**config.mk**
```make
export PLATFORM = sky130hd
export DESIGN_NAME = keypad_scanner
export DESIGN_NICKNAME = d
export VERILOG_FILES = /design/src/rtl/keypad_pkg.sv /design/src/rtl/keypad_row_sync.sv /design/src/rtl/keypad_scanner.sv
export SDC_FILE = /design/constraint.sdc
export NUM_CORES = 1
export LEC_CHECK = 0
export CORE_MARGIN = 2
export CORE_UTILIZATION = 45
export DETAILED_ROUTE_END_ITERATION = 8
export PLACE_DENSITY = 0.65
export SLEW_MARGIN = 20
export SYNTH_ARGS = -nofsm -noshare
export SYNTH_HDL_FRONTEND = slang
export SYNTH_SLANG_ARGS = --single-unit
```
**constraint.sdc**
```tcl
create_clock -name CLK -period 2.75 [get_ports CLK]
set_clock_uncertainty 0.05 [all_clocks]
set_input_delay 0.4125 -clock CLK [delete_from_list [all_inputs] [get_ports CLK]]
set_output_delay 0.4125 -clock CLK [all_outputs]
set_load 0.02 [all_outputs]
```
**src/rtl/keypad_pkg.sv**
```systemverilog
// -----------------------------------------------------------------------------
// keypad_pkg
// Shared definitions for the 4x4 keypad scanner and the parking-meter core:
//   state_t      scanner FSM states
//   KEY_MAP      key code for each [row][col] position (col0 = Col[0])
//   KEY_START / KEY_CLEAR / KEY_CONFIRM   codes the core treats as commands
//   low_count()  number of active-low bits in a 4-bit vector
//   low_index()  index of the lowest active-low bit in a 4-bit vector
// -----------------------------------------------------------------------------
package keypad_pkg;

   typedef enum logic [1:0] {
      SCAN      = 2'd0,
      DEB_PRESS = 2'd1,
      HELD      = 2'd2,
      DEB_REL   = 2'd3
   } state_t;

   // Physical layout of the keypad, indexed [row][col]
   localparam logic [3:0] KEY_MAP [4][4] = '{
      '{4'd1,  4'd2, 4'd3,  4'd10},
      '{4'd4,  4'd5, 4'd6,  4'd11},
      '{4'd7,  4'd8, 4'd9,  4'd12},
      '{4'd14, 4'd0, 4'd15, 4'd13}
   };

   localparam logic [3:0] KEY_START   = 4'd11;
   localparam logic [3:0] KEY_CLEAR   = 4'd12;
   localparam logic [3:0] KEY_CONFIRM = 4'd13;

   // Counts how many lines of an active-low vector are asserted
   function automatic logic [2:0] low_count(input logic [3:0] v);
      low_count = 3'd0;
      for (int i = 0; i < 4; i++) begin
         if (!v[i]) low_count = low_count + 3'd1;
      end
   endfunction

   // Index of the lowest asserted line; used on one-hot-low vectors only
   function automatic logic [1:0] low_index(input logic [3:0] v);
      low_index = 2'd0;
      for (int i = 3; i >= 0; i--) begin
         if (!v[i]) low_index = 2'(i);
      end
   endfunction

endpackage

```
**src/rtl/keypad_row_sync.sv**
```systemverilog
// -----------------------------------------------------------------------------
// keypad_row_sync
// Brings the asynchronous, active-low keypad rows into the CLK domain through
// STAGES register stages (1 or 2). All stages reset to 4'b1111 (no key).
// Ports:
//   CLK   in  1  system clock
//   RSTn  in  1  asynchronous active-low reset
//   d     in  4  raw keypad rows
//   q     out 4  synchronised rows
// -----------------------------------------------------------------------------
module keypad_row_sync #(
   parameter int STAGES = 2
) (
   input  logic       CLK,
   input  logic       RSTn,
   input  logic [3:0] d,
   output logic [3:0] q
);

   logic [3:0] stg [STAGES];

   // Shift chain; the idle level of the rows is all-high, so reset to that
   always_ff @(posedge CLK or negedge RSTn) begin
      if (!RSTn) begin
         for (int i = 0; i < STAGES; i++) stg[i] <= 4'b1111;
      end else begin
         stg[0] <= d;
         for (int i = 1; i < STAGES; i++) stg[i] <= stg[i-1];
      end
   end

   assign q = stg[STAGES-1];

endmodule

```
**src/rtl/keypad_scanner.sv**
```systemverilog
// -----------------------------------------------------------------------------
// keypad_scanner
// 4x4 matrix keypad scanner: walks an active-low column ring, debounces the
// press and release of a single key, and presents the key code plus a
// "key held" level (NoShut) to the parking-meter core. KeyCode is only
// updated when a press is accepted, so it is stable across the NoShut fall.
// Ports:
//   CLK      in  1  system clock
//   RSTn     in  1  asynchronous active-low reset
//   Row      in  4  keypad rows, active-low, asynchronous
//   Col      out 4  column drive, active-low, exactly one bit low
//   KeyCode  out 4  last accepted key code
//   NoShut   out 1  high while the accepted key is held
// Build option:
//   ROW_SYNC_EN  defined: 2-flop row synchroniser; undefined: single stage.
// -----------------------------------------------------------------------------
module keypad_scanner
   import keypad_pkg::*;
#(
   parameter int SCAN_DIV   = 5000,
   parameter int DEB_CYCLES = 20000
) (
   input  logic       CLK,
   input  logic       RSTn,
   input  logic [3:0] Row,
   output logic [3:0] Col,
   output logic [3:0] KeyCode,
   output logic       NoShut
);

`ifdef ROW_SYNC_EN
   localparam int SYNC_STAGES = 2;
`else
   localparam int SYNC_STAGES = 1;
`endif

   localparam int MAX_CNT = (SCAN_DIV > DEB_CYCLES) ? SCAN_DIV : DEB_CYCLES;
   localparam int CW      = $clog2(MAX_CNT);

   state_t          state;
   state_t          state_nx;
   logic [CW-1:0]   div;
   logic [CW-1:0]   cnt;
   logic [1:0]      row_idx;
   logic [3:0]      rs;
   logic            row_high;
   logic            div_end;
   logic            deb_end;
   logic            one_low;

   keypad_row_sync #(.STAGES(SYNC_STAGES)) u_row_sync (
      .CLK  (CLK),
      .RSTn (RSTn),
      .d    (Row),
      .q    (rs)
   );

   assign row_high = rs[row_idx];
   assign div_end  = (div == CW'(SCAN_DIV - 1));
   assign deb_end  = (cnt == CW'(DEB_CYCLES - 1));
   // Two or more rows low means several keys on this column: ignore them
   assign one_low  = (low_count(rs) == 3'd1);

   // State register
   always_ff @(posedge CLK or negedge RSTn) begin
      if (!RSTn) state <= SCAN;
      else       state <= state_nx;
   end

   // Next-state logic; only the latched row matters once a key is captured
   always_comb begin
      state_nx = state;
      case (state)
         SCAN:      if (div_end && one_low) state_nx = DEB_PRESS;
         DEB_PRESS: if (row_high)           state_nx = SCAN;
                    else if (deb_end)       state_nx = HELD;
         HELD:      if (row_high)           state_nx = DEB_REL;
         DEB_REL:   if (!row_high)          state_nx = HELD;
                    else if (deb_end)       state_nx = SCAN;
         default:                           state_nx = SCAN;
      endcase
   end

   // NoShut is decoded from state bit 1 only, so it cannot glitch
   always_comb begin
      NoShut = (state == HELD) || (state == DEB_REL);
   end

   // Column ring, slot divider, debounce counter, latched row and key code.
   // The ring is frozen from capture until the release is accepted; leaving
   // DEB_REL moves on to the next column with a fresh slot.
   always_ff @(posedge CLK or negedge RSTn) begin
      if (!RSTn) begin
         Col     <= 4'b1110;
         div     <= '0;
         cnt     <= '0;
         row_idx <= 2'd0;
         KeyCode <= 4'd0;
      end else begin
         case (state)
            SCAN: begin
               if (div_end) begin
                  div <= '0;
                  if (one_low) begin
                     row_idx <= low_index(rs);
                     cnt     <= '0;
                  end else begin
                     Col <= {Col[2:0], Col[3]};
                  end
               end else begin
                  div <= div + CW'(1);
               end
            end
            DEB_PRESS: begin
               if (row_high) begin
                  cnt <= '0;
               end else if (deb_end) begin
                  cnt     <= '0;
                  KeyCode <= KEY_MAP[row_idx][low_index(Col)];
               end else begin
                  cnt <= cnt + CW'(1);
               end
            end
            HELD: begin
               if (row_high) cnt <= '0;
            end
            DEB_REL: begin
               if (!row_high) begin
                  cnt <= '0;
               end else if (deb_end) begin
                  cnt <= '0;
                  div <= '0;
                  Col <= {Col[2:0], Col[3]};
               end else begin
                  cnt <= cnt + CW'(1);
               end
            end
            default: begin
               cnt <= '0;
               div <= '0;
            end
         endcase
      end
   end

endmodule

```
# Yosys cells after proc, flatten, opt, wreduce, memory -nomap -nowiden
# Cells that the tools add are included.
# totals
regBits,46
in_bits,6
output_inout_bits,9
word_cells,89
# op_classes
n_addsub,5
order_cmp,3
n_eq_ne,15
mux,46
n_bitwise,3
reduce_logical,10
# ops
operator,n
15-bit two-way mux,9
15-bit one-hot mux with 4 select lines,1
2-bit two-way mux,17
16-bit binary-select mux with 2-bit select,1
16-bit two-way mux,2
"15-bit by 1-bit adder with 15-bit output, second input constant",2
15-bit one-hot mux with 2 select lines,1
4-bit two-way mux,6
"15-bit by 13-bit equality test with 1-bit output, second input constant",1
"15-bit equality test, second input constant",1
"2-bit inequality test, second input constant",7
3-bit AND reduction,4
"3-bit by 1-bit adder with 3-bit output, second input constant",3
3-bit two-way mux,3
4-bit binary-select mux with 2-bit select,1
2-bit one-hot mux with 4 select lines,1
4-bit one-hot mux with 2 select lines,1
"3-bit >= comparator, second input constant",2
"3-bit inequality test, second input constant",2
2-bit inverter with 3-bit output,2
5-bit AND reduction,1
"2-bit equality test, second input constant",2
4-bit AND reduction,1
"3-bit by 1-bit equality test with 1-bit output, second input constant",1
9 further kinds,10

# Depth between registers and ports, before layout
# Gate-level depths: netlist (run 1).
# depth
ltp_word,11
mapped_depth,11
mapped_depth_nobuf,10

# Cells and area by module
# From an unflattened synthesis (run 1), not the netlist that was laid out.
# hier_totals
cells_unflattened,304
area_unflattened_um2,2829.0
# modules_own_cells
module,n_inst,cells_per_inst,area_per_inst_um2,seq_area_each_um2
keypad_scanner,1,300,2723.9,1054.8
keypad_row_sync,1,4,105.1,105.1

# Worst setup path after synthesis (run 1)
# No wires, ideal clock.
# synth_path
path_kind,register to register
from,register u_row_sync.stg (netlist bit u_row_sync.q[0])
to,register cnt[4]
setup_time_ns,0.129
arrival_time_ns,2.543
required_time_ns,2.571
slack_ns,0.028
path_stages_with_launch,11
path_buffers,1
period_less_slack_ns,2.722
path_cell_list,dfstp_2 > inv_1 > ha_1 > xnor2_1 > ha_1 > nor4b_1 > nor4_1 > o41a_4 > buf_6 > o21ai_2 > o41ai_1
# synth_between
elab_chain_len,10
elab_cells_between_ends,16
cone_classes,add/sub (3); eq/ne (3); mux (9); reduce/logical (1)
# synth_lines
element,line_no,rtl
start: declaration,keypad_row_sync.sv:20,logic [3:0] stg [STAGES];
1-bit two-way mux,keypad_pkg.sv:35,if (!v[i]) low_count = low_count + 3'd1;
3-bit by 1-bit adder with 3-bit output,keypad_pkg.sv:35,
3-bit two-way mux,keypad_pkg.sv:35,
3-bit by 1-bit adder with 3-bit output,keypad_pkg.sv:35,
3-bit two-way mux,keypad_pkg.sv:35,
3-bit by 1-bit adder with 3-bit output,keypad_pkg.sv:35,
3-bit two-way mux,keypad_pkg.sv:35,
3-bit by 1-bit equality test with 1-bit output,keypad_scanner.sv:62,assign one_low = (low_count(rs) == 3'd1);
2-bit inequality test (no line),--,
3-bit AND reduction (no line),--,
end signal: assignment,keypad_scanner.sv:121,cnt <= cnt + CW'(1);
end signal: assignment,keypad_scanner.sv:135,cnt <= cnt + CW'(1);
end: declaration,keypad_scanner.sv:43,logic [CW-1:0] cnt;
# Parallel ways exist; a longest one is shown, timed or not. The select of a mux whose other input is x is not followed.
# A chain may end at the register's enable or synchronous reset.

# Final worst setup path (run 1)
# layout_path
from,register u_row_sync.stg (netlist bit u_row_sync.q[2])
to,register cnt[9]
# layout_between
elab_chain_len,6
elab_cells_between_ends,12
cone_classes,add/sub (1); eq/ne (3); mux (7); reduce/logical (1)
# layout_lines
element,line_no
3-bit two-way mux,keypad_pkg.sv:35
3-bit by 1-bit adder with 3-bit output,keypad_pkg.sv:35
3-bit two-way mux,keypad_pkg.sv:35
3-bit by 1-bit equality test with 1-bit output,keypad_scanner.sv:62
2-bit inequality test (no line),--
3-bit AND reduction (no line),--
# Parallel ways exist; a longest one is shown, timed or not. The select of a mux whose other input is x is not followed.

==> results_dict.tcl, run 1 <==
set metrics [dict create \
    tightest_slew_ns 0.791 \
    synth-edff-count 0 \
    clk_pin_slew_ns 0.09 \
    p_per_area_nw_per_um2 370 \
    max_slew_margin 0.469 \
    reg2reg_to "cnt[9]$_DFFE_PN0P_" \
    final_nets 326 \
    ys_ff_latch 46 \
    final_core_util 0.539 \
    startpoint_type "flip-flop" \
    clock_latency_ns 0.30 \
    root_buffer "clkbuf_8" \
    die-area_um2 6590 \
    yosysSeqAreaShare 0.433 \
    yosysTopAreaCellShare 0.364 \
    cts_tree "built" \
    drt-total-wl_um 5920 \
    stdcell_count 391 \
    portBuffers 14 \
    cts.sinks 46 \
    cp-end-kind "flip-flop" \
    max_freq_mhz 374 \
    synth_area_um2 2680 \
    reg2reg_slack_ns 0.07 \
    detail-route-antenna-nets 0 \
    vdd_drop_max_mv 0.280 \
    overflow 0 \
    r2r_start "u_row_sync.q[2]$_DFF_PN1_" \
    drive_above_1_share 0.206 \
    synthToLayoutAreaGrowth_pct 17.6 \
    netlist_top_cells_count "dfrtp_1 (39), o21ai_0 (34), nand2_1 (28), a21oi_1 (24), nand3_1 (20)" \
    gp_congestion 0.806 \
    setup_violations 0 \
    grt_pass1_vias 2085 \
    slew_viol_final 0 \
    r2r_cells 7 \
    cellLeakagePower_nw 1.27 \
    finalCritPeriodShare 0.973 \
    wl_per_cell_um 15.1 \
    finalHoldViolCount 0 \
    status "finished, final reports clean" \
    drt_pass1_iterations 4 \
    drt_iter0_drc 73 \
    drc 0 \
    path_class "reg2reg" \
    syn-instance-count 296 \
    critPathMaxFanout 9 \
    synth_cell_types 50 \
    worst_slack_ns 0.0739 \
    initial_utilization 0.458 \
    synth_area_leaders "dfrtp_1 (36%), dfstp_2 (6.9%), o21ai_0 (6.3%)" \
    period_needed_ns 2.68 \
    grt.total_usage 0.183 \
    num_antenna_cells 0 \
    synth_nets 307 \
    clk_path_buf_depth 2 \
    die_y_um 81.2 \
    ioPinCount 15 \
    avgSynthCellArea_um2 9.05 \
    core_area_um2 5850 \
    holdCritPathClass "in2async" \
    required_ns 2.90 \
    num_rows 28 \
    yosysTopAreaCell "dfrtp_1" \
    yosysMostFrequentCell "dfrtp_1" \
    postCtsSetupBuffers 0 \
    maxCapViolations 0 \
    dp_hpwl_um 3930 \
    cts_max_level 2 \
    num-fill-cells 521 \
    grt_max_degree 27 \
    routed_via_density 5.86 \
    cts_buffers 5 \
    synth_warnings 0 \
    preCtsSetupSlack_ns -0.0888 \
    vias 2291 \
    die_w_um 81.2 \
    grt_pass1_wl_um 9490 \
    ys_async_sr_fraction 1.00 \
    antenna_found_initial 0 \
    cp.arrival_ns 2.83 \
    dp.cells 381 \
    ctsHoldBuffers 0 \
    ys.flop_type "dfrtp_1" \
]
-- timing repair --
item	in CTS	in global routing
setup endpoints to repair	10	22
endpoints found under the hold margin	0	0
pin swaps	0	7
gates cloned	0	1
resized for setup	3	18
-- routing by layer --
layer | track usage | wire length, um
met1 | 0.247 | 2860
met5 | 0 | 0
met3 | 0.0378 | 163
met4 | 0.0593 | 72
met2 | 0.293 | 2820
-- report_power, final --
group          leakage [nW]  switching [W]  internal (W)  total [W]
Combinational         0.622      0.0000453     0.0000382  0.0000835
Sequential            0.604     0.00000560      0.000682   0.000687
Clock                0.0450       0.000220      0.000176   0.000397
Total                  1.27       0.000271      0.000896    0.00117
-- final cells by class --
type                    count  area [um^2]  area share
clock buffers               6         72.6      0.0230
multi-input cells         222         1530       0.487
flip-flops and latches     46         1160       0.368
repair buffers             28          238      0.0754
inverters                  12         45.0      0.0143
clock inverters             2         10.0     0.00317
well taps                  75         93.8      0.0298
-- metrics by stage --
| step | hold WS (ns) | area, um^2 | setup TNS (ns) | power, W |
|---|---|---|---|---|
| after floorplan | 0.0669 | 2680 | 0 | 0.000722 |
| after global placement | 0.351 | 2930 | -0.0107 | 0.000751 |
| after detailed placement | 0.347 | 2930 | -0.216 | 0.000753 |
| after CTS | 0.0210 | 3030 | 0 | 0.00116 |
| after global routing | 0.0491 | 3150 | -0.172 | 0.00121 |
| final | 0.0145 | 3150 | 0 | 0.00117 |
-- registers in the layout, indices dropped and copies added (netlist names), named ones only --
name          flops
Col               4
div              15
cnt              15
row_idx           2
KeyCode           4
state             1
u_row_sync.q      4
-- how the worst max path moves through the flow --
stage | start | to | slack [ns] | cells past startpoint
finish | u_row_sync.q[2]$_DFF_PN1_ | cnt[9]$_DFFE_PN0P_ | 0.07 | 7
floorplan | u_row_sync.q[0]$_DFF_PN1_ | cnt[4]$_DFFE_PN0P_ | 0.03 | 10
global route | u_row_sync.q[2]$_DFF_PN1_ | cnt[2]$_DFFE_PN0P_ | -0.04 | 8
global placement | u_row_sync.q[0]$_DFF_PN1_ | Col[0]$_DFFE_PN0P_ | -0.01 | 9
CTS | u_row_sync.q[0]$_DFF_PN1_ | cnt[1]$_DFFE_PN0P_ | 0.001 | 8
detailed placement | u_row_sync.q[0]$_DFF_PN1_ | Col[0]$_DFFE_PN0P_ | -0.09 | 9
-- layout by cell type, fill, tap and decap left out, types with 2 or more instances in the layout --
cell,instances
nor4b_4,2
and3_1,4
a21oi_1,20
dfstp_2,7
mux2_2,9
or4b_2,2
a31oi_1,4
or3_1,6
nand4_1,9
o41a_4,2
o21ai_0,33
o211ai_1,2
ha_1,2
a21o_1,2
and4_1,2
clkdlybuf4s50_1,13
nor4_1,4
xor2_1,2
nor3_1,5
clkbuf_8,5
nor4_4,2
buf_4,13
dfrtp_1,39
mux2i_1,2
nor2_1,16
nor2b_1,6
inv_1,11
nand2_1,27
ha_4,3
o41ai_1,3
a21oi_2,4
a22o_1,2
or4_4,3
xnor2_1,2
clkinv_2,2
nand3_1,20
-- logic make-up (layout without fill, tap and decap cells) --
family,Yosys count,count (layout),synth area share
AO/OA/AOI/OAI,80,81,0.178
adder cells (fa/ha/maj),5,5,0.0233
XOR/XNOR,5,5,0.0163
flip-flops,46,46,0.433
AND/OR/NAND/NOR,119,119,0.247
buffers and inverters,29,48,0.0490
multiplexers,12,12,0.0537
-- worst max-delay path, stage by stage (launching register included) --
cell and delay, ns:
dfstp_2 0.65, inv_1 0.12, a21oi_1 0.26, ha_4 0.27, nor4b_4 0.30, nor4_4 0.11
o41a_4 0.57, a22o_1 0.25
No activity file was read; power rests on OpenSTA's default activity.
==> inputs of run 2 (changes only) <==
--- a/config.mk
+++ b/config.mk
@@ -9,6 +9,7 @@
 export CORE_UTILIZATION = 45
 export DETAILED_ROUTE_END_ITERATION = 8
 export PLACE_DENSITY = 0.65
+export SKIP_LAST_GASP = 1
 export SLEW_MARGIN = 20
 export SYNTH_ARGS = -nofsm -noshare
 export SYNTH_HDL_FRONTEND = slang
==> results of run 2 <==
Same layout as run 1: the final DEF is identical, and so are final timing and power.
==> inputs of run 3 (changes only) <==
--- a/config.mk
+++ b/config.mk
@@ -13,4 +13,5 @@
 export SLEW_MARGIN = 20
 export SYNTH_ARGS = -nofsm -noshare
 export SYNTH_HDL_FRONTEND = slang
+export SYNTH_HIERARCHICAL = 1
 export SYNTH_SLANG_ARGS = --single-unit
==> run 3 against run 2 <==
Sequential power barely moved; highest routed layer unchanged; synthesized area up 5.6%; utilization hardly changed; fmax grew 3.2%; wire length up 1.9%; setup slack better by 0.083 ns.
==> results_dict.tcl, run 3 <==
set metrics [dict create \
    root_buffer "clkbuf_8" \
    maxCapViolations 0 \
    syn-instance-count 304 \
    dp.cells 394 \
    required_ns 2.88 \
    netlist_top_cells_count "dfrtp_1 (39), nand2_1 (23), nor2_1 (21), a21oi_1 (18), o21ai_0 (16)" \
    drt-total-wl_um 6030 \
    cts_max_level 2 \
    yosysTopAreaCell "dfrtp_1" \
    synthToLayoutAreaGrowth_pct 14.2 \
    num_rows 28 \
    synth-edff-count 0 \
    wl_per_cell_um 15.0 \
    routed_via_density 5.87 \
    grt_max_degree 42 \
    yosysTopAreaCellShare 0.345 \
    period_needed_ns 2.59 \
    synth_cell_types 57 \
    die_y_um 83.3 \
    drive_above_1_share 0.190 \
    p_per_area_nw_per_um2 365 \
    ys_ff_latch 46 \
    avgSynthCellArea_um2 9.31 \
    clk_path_buf_depth 2 \
    rsz0062_at_grt "false" \
    cp-end-kind "flip-flop" \
    grt.total_usage 0.175 \
    die_w_um 83.3 \
    clock_latency_ns 0.30 \
    dp_hpwl_um 4260 \
    holdCritPathClass "in2async" \
    synth_area_leaders "dfrtp_1 (34%), dfstp_2 (6.5%), a21oi_1 (3.2%)" \
    yosysMostFrequentCell "dfrtp_1" \
    clk_pin_slew_ns 0.09 \
    synth_warnings 6 \
    worst_slack_ns 0.157 \
    initial_utilization 0.472 \
    num_antenna_cells 0 \
    grt_pass1_vias 2217 \
    final_cell_mix "dfrtp_1 (39), nand2_1 (23), nor2_1 (21)" \
    preCtsSetupSlack_ns -0.0107 \
    cellLeakagePower_nw 1.40 \
    cp.arrival_ns 2.72 \
    synth_nets 315 \
    vias 2358 \
    num-fill-cells 536 \
    max_slew_margin 0.369 \
    final_nets 337 \
    cts_tree "built" \
    reg_top3 "cnt x15, div x15" \
    cts_buffers 5 \
    critPathMaxFanout 4 \
    synth_area_um2 2830 \
    antenna_found_initial 0 \
    drc 0 \
    ys.flop_type "dfrtp_1" \
    finalHoldViolCount 0 \
    yosysSeqAreaShare 0.410 \
    die-area_um2 6940 \
    cts.sinks 46 \
    grt_pass1_wl_um 10200 \
    gp_congestion 0.818 \
    layout_commonest_cell "dfrtp_1" \
    startpoint_type "flip-flop" \
    status "finished, final reports clean" \
    core_area_um2 5990 \
    path_class "reg2reg" \
    ys_async_sr_fraction 1.00 \
    ioPinCount 15 \
    overflow 0 \
    setup_violations 0 \
    vdd_drop_max_mv 0.303 \
    max_freq_mhz 386 \
    portBuffers 14 \
    tightest_slew_ns 0.947 \
    finalCritPeriodShare 0.943 \
    drt_iter0_drc 152 \
    slew_viol_final 0 \
    tns_ns 0 \
    drt_pass1_iterations 4 \
    stdcell_count 402 \
    detail-route-antenna-nets 0 \
]
-- run 3: where the power goes --
group / total (W) / internal [W] / leakage, nW / switching, W
sequential: 0.000685 / 0.000682 / 0.604 / 0.00000380
combinational: 0.0000658 / 0.0000316 / 0.751 / 0.0000342
clock: 0.000427 / 0.000203 / 0.0482 / 0.000223
total: 0.00118 / 0.000916 / 1.40 / 0.000261
-- run 3: layout make-up --
cell class / count / area [um^2] / share of cell area
Clock buffer: 7 / 86.3 / 0.0267
Clock inverter: 1 / 5.00 / 0.00155
Inverter: 11 / 41.3 / 0.0128
Multi-Input combinational cell: 230 / 1570 / 0.486
Sequential cell: 46 / 1160 / 0.359
Tap cell: 75 / 93.8 / 0.0290
Timing Repair Buffer: 32 / 274 / 0.0848
-- run 3: kinds of logic (layout without fill, tap and decap cells) --
group / Yosys count / in the layout / share of synthesized area
xor+xnor: 4 / 4 / 0.0124
flops: 46 / 46 / 0.410
buf+inv: 28 / 51 / 0.0442
mux: 15 / 15 / 0.0646
fa+ha+maj: 5 / 5 / 0.0221
compound gates: 78 / 78 / 0.194
simple gates: 128 / 128 / 0.253
-- run 3: metal layers --
metal,vias to the layer above,share of wire,GRT usage
met5,-,0,0
met1,1141,0.49,0.235
met4,0,0.0068,0.0373
li1,1180,-,-
met3,6,0.020,0.0298
met2,31,0.48,0.298
-- run 3: what timing repair did --
item / in CTS / in global routing
endpoints found under the setup margin: 1 / 5
gates resized for setup: 1 / 5
pin swaps: 1 / 5
setup buffers: 0 / 0
hold buffers: 0 / 0
-- run 3: critical path: stages (launching register included) --
cell,delay (ns)
dfstp_2,0.54
inv_1,0.07
ha_4,0.22
xnor2_1,0.12
ha_1,0.29
nor2_1,0.05
mux4_2,0.46
and2_4,0.16
o21ai_4,0.21
mux2_4,0.32
-- run 3: worst paths after layout --
check / start / endpoint / slack (ns) / cells after the start
worst max-delay path: u_row_sync/q[0]$_DFF_PN1_ / Col[0]$_DFFE_PN0P_ / 0.16 / 9
worst min-delay path: RSTn / cnt[8]$_DFFE_PN0P_ / 0.21 / 1
worst max register to register: u_row_sync/q[0]$_DFF_PN1_ / Col[0]$_DFFE_PN0P_ / 0.16 / 9
worst min register to register: KeyCode[2]$_DFFE_PN0P_ / KeyCode[2]$_DFFE_PN0P_ / 0.43 / 1
max in group asynchronous: RSTn / u_row_sync/q[1]$_DFF_PN1_ / 1.72 / 2
min in group CLK: KeyCode[2]$_DFFE_PN0P_ / KeyCode[2]$_DFFE_PN0P_ / 0.43 / 1
-- run 3: per-stage QoR --
stage	power [W]	cell area, um^2	util	hold WS (ns)
2_1_floorplan	0.000728	2830	-	0.0669
3_3_place_gp	0.000758	3110	0.519	0.413
3_5_place_dp	0.000760	3110	0.519	0.415
4_1_cts	0.00119	3200	0.535	0.247
5_1_grt	0.00124	3230	0.539	0.298
6_report	0.00118	3230	0.539	0.206
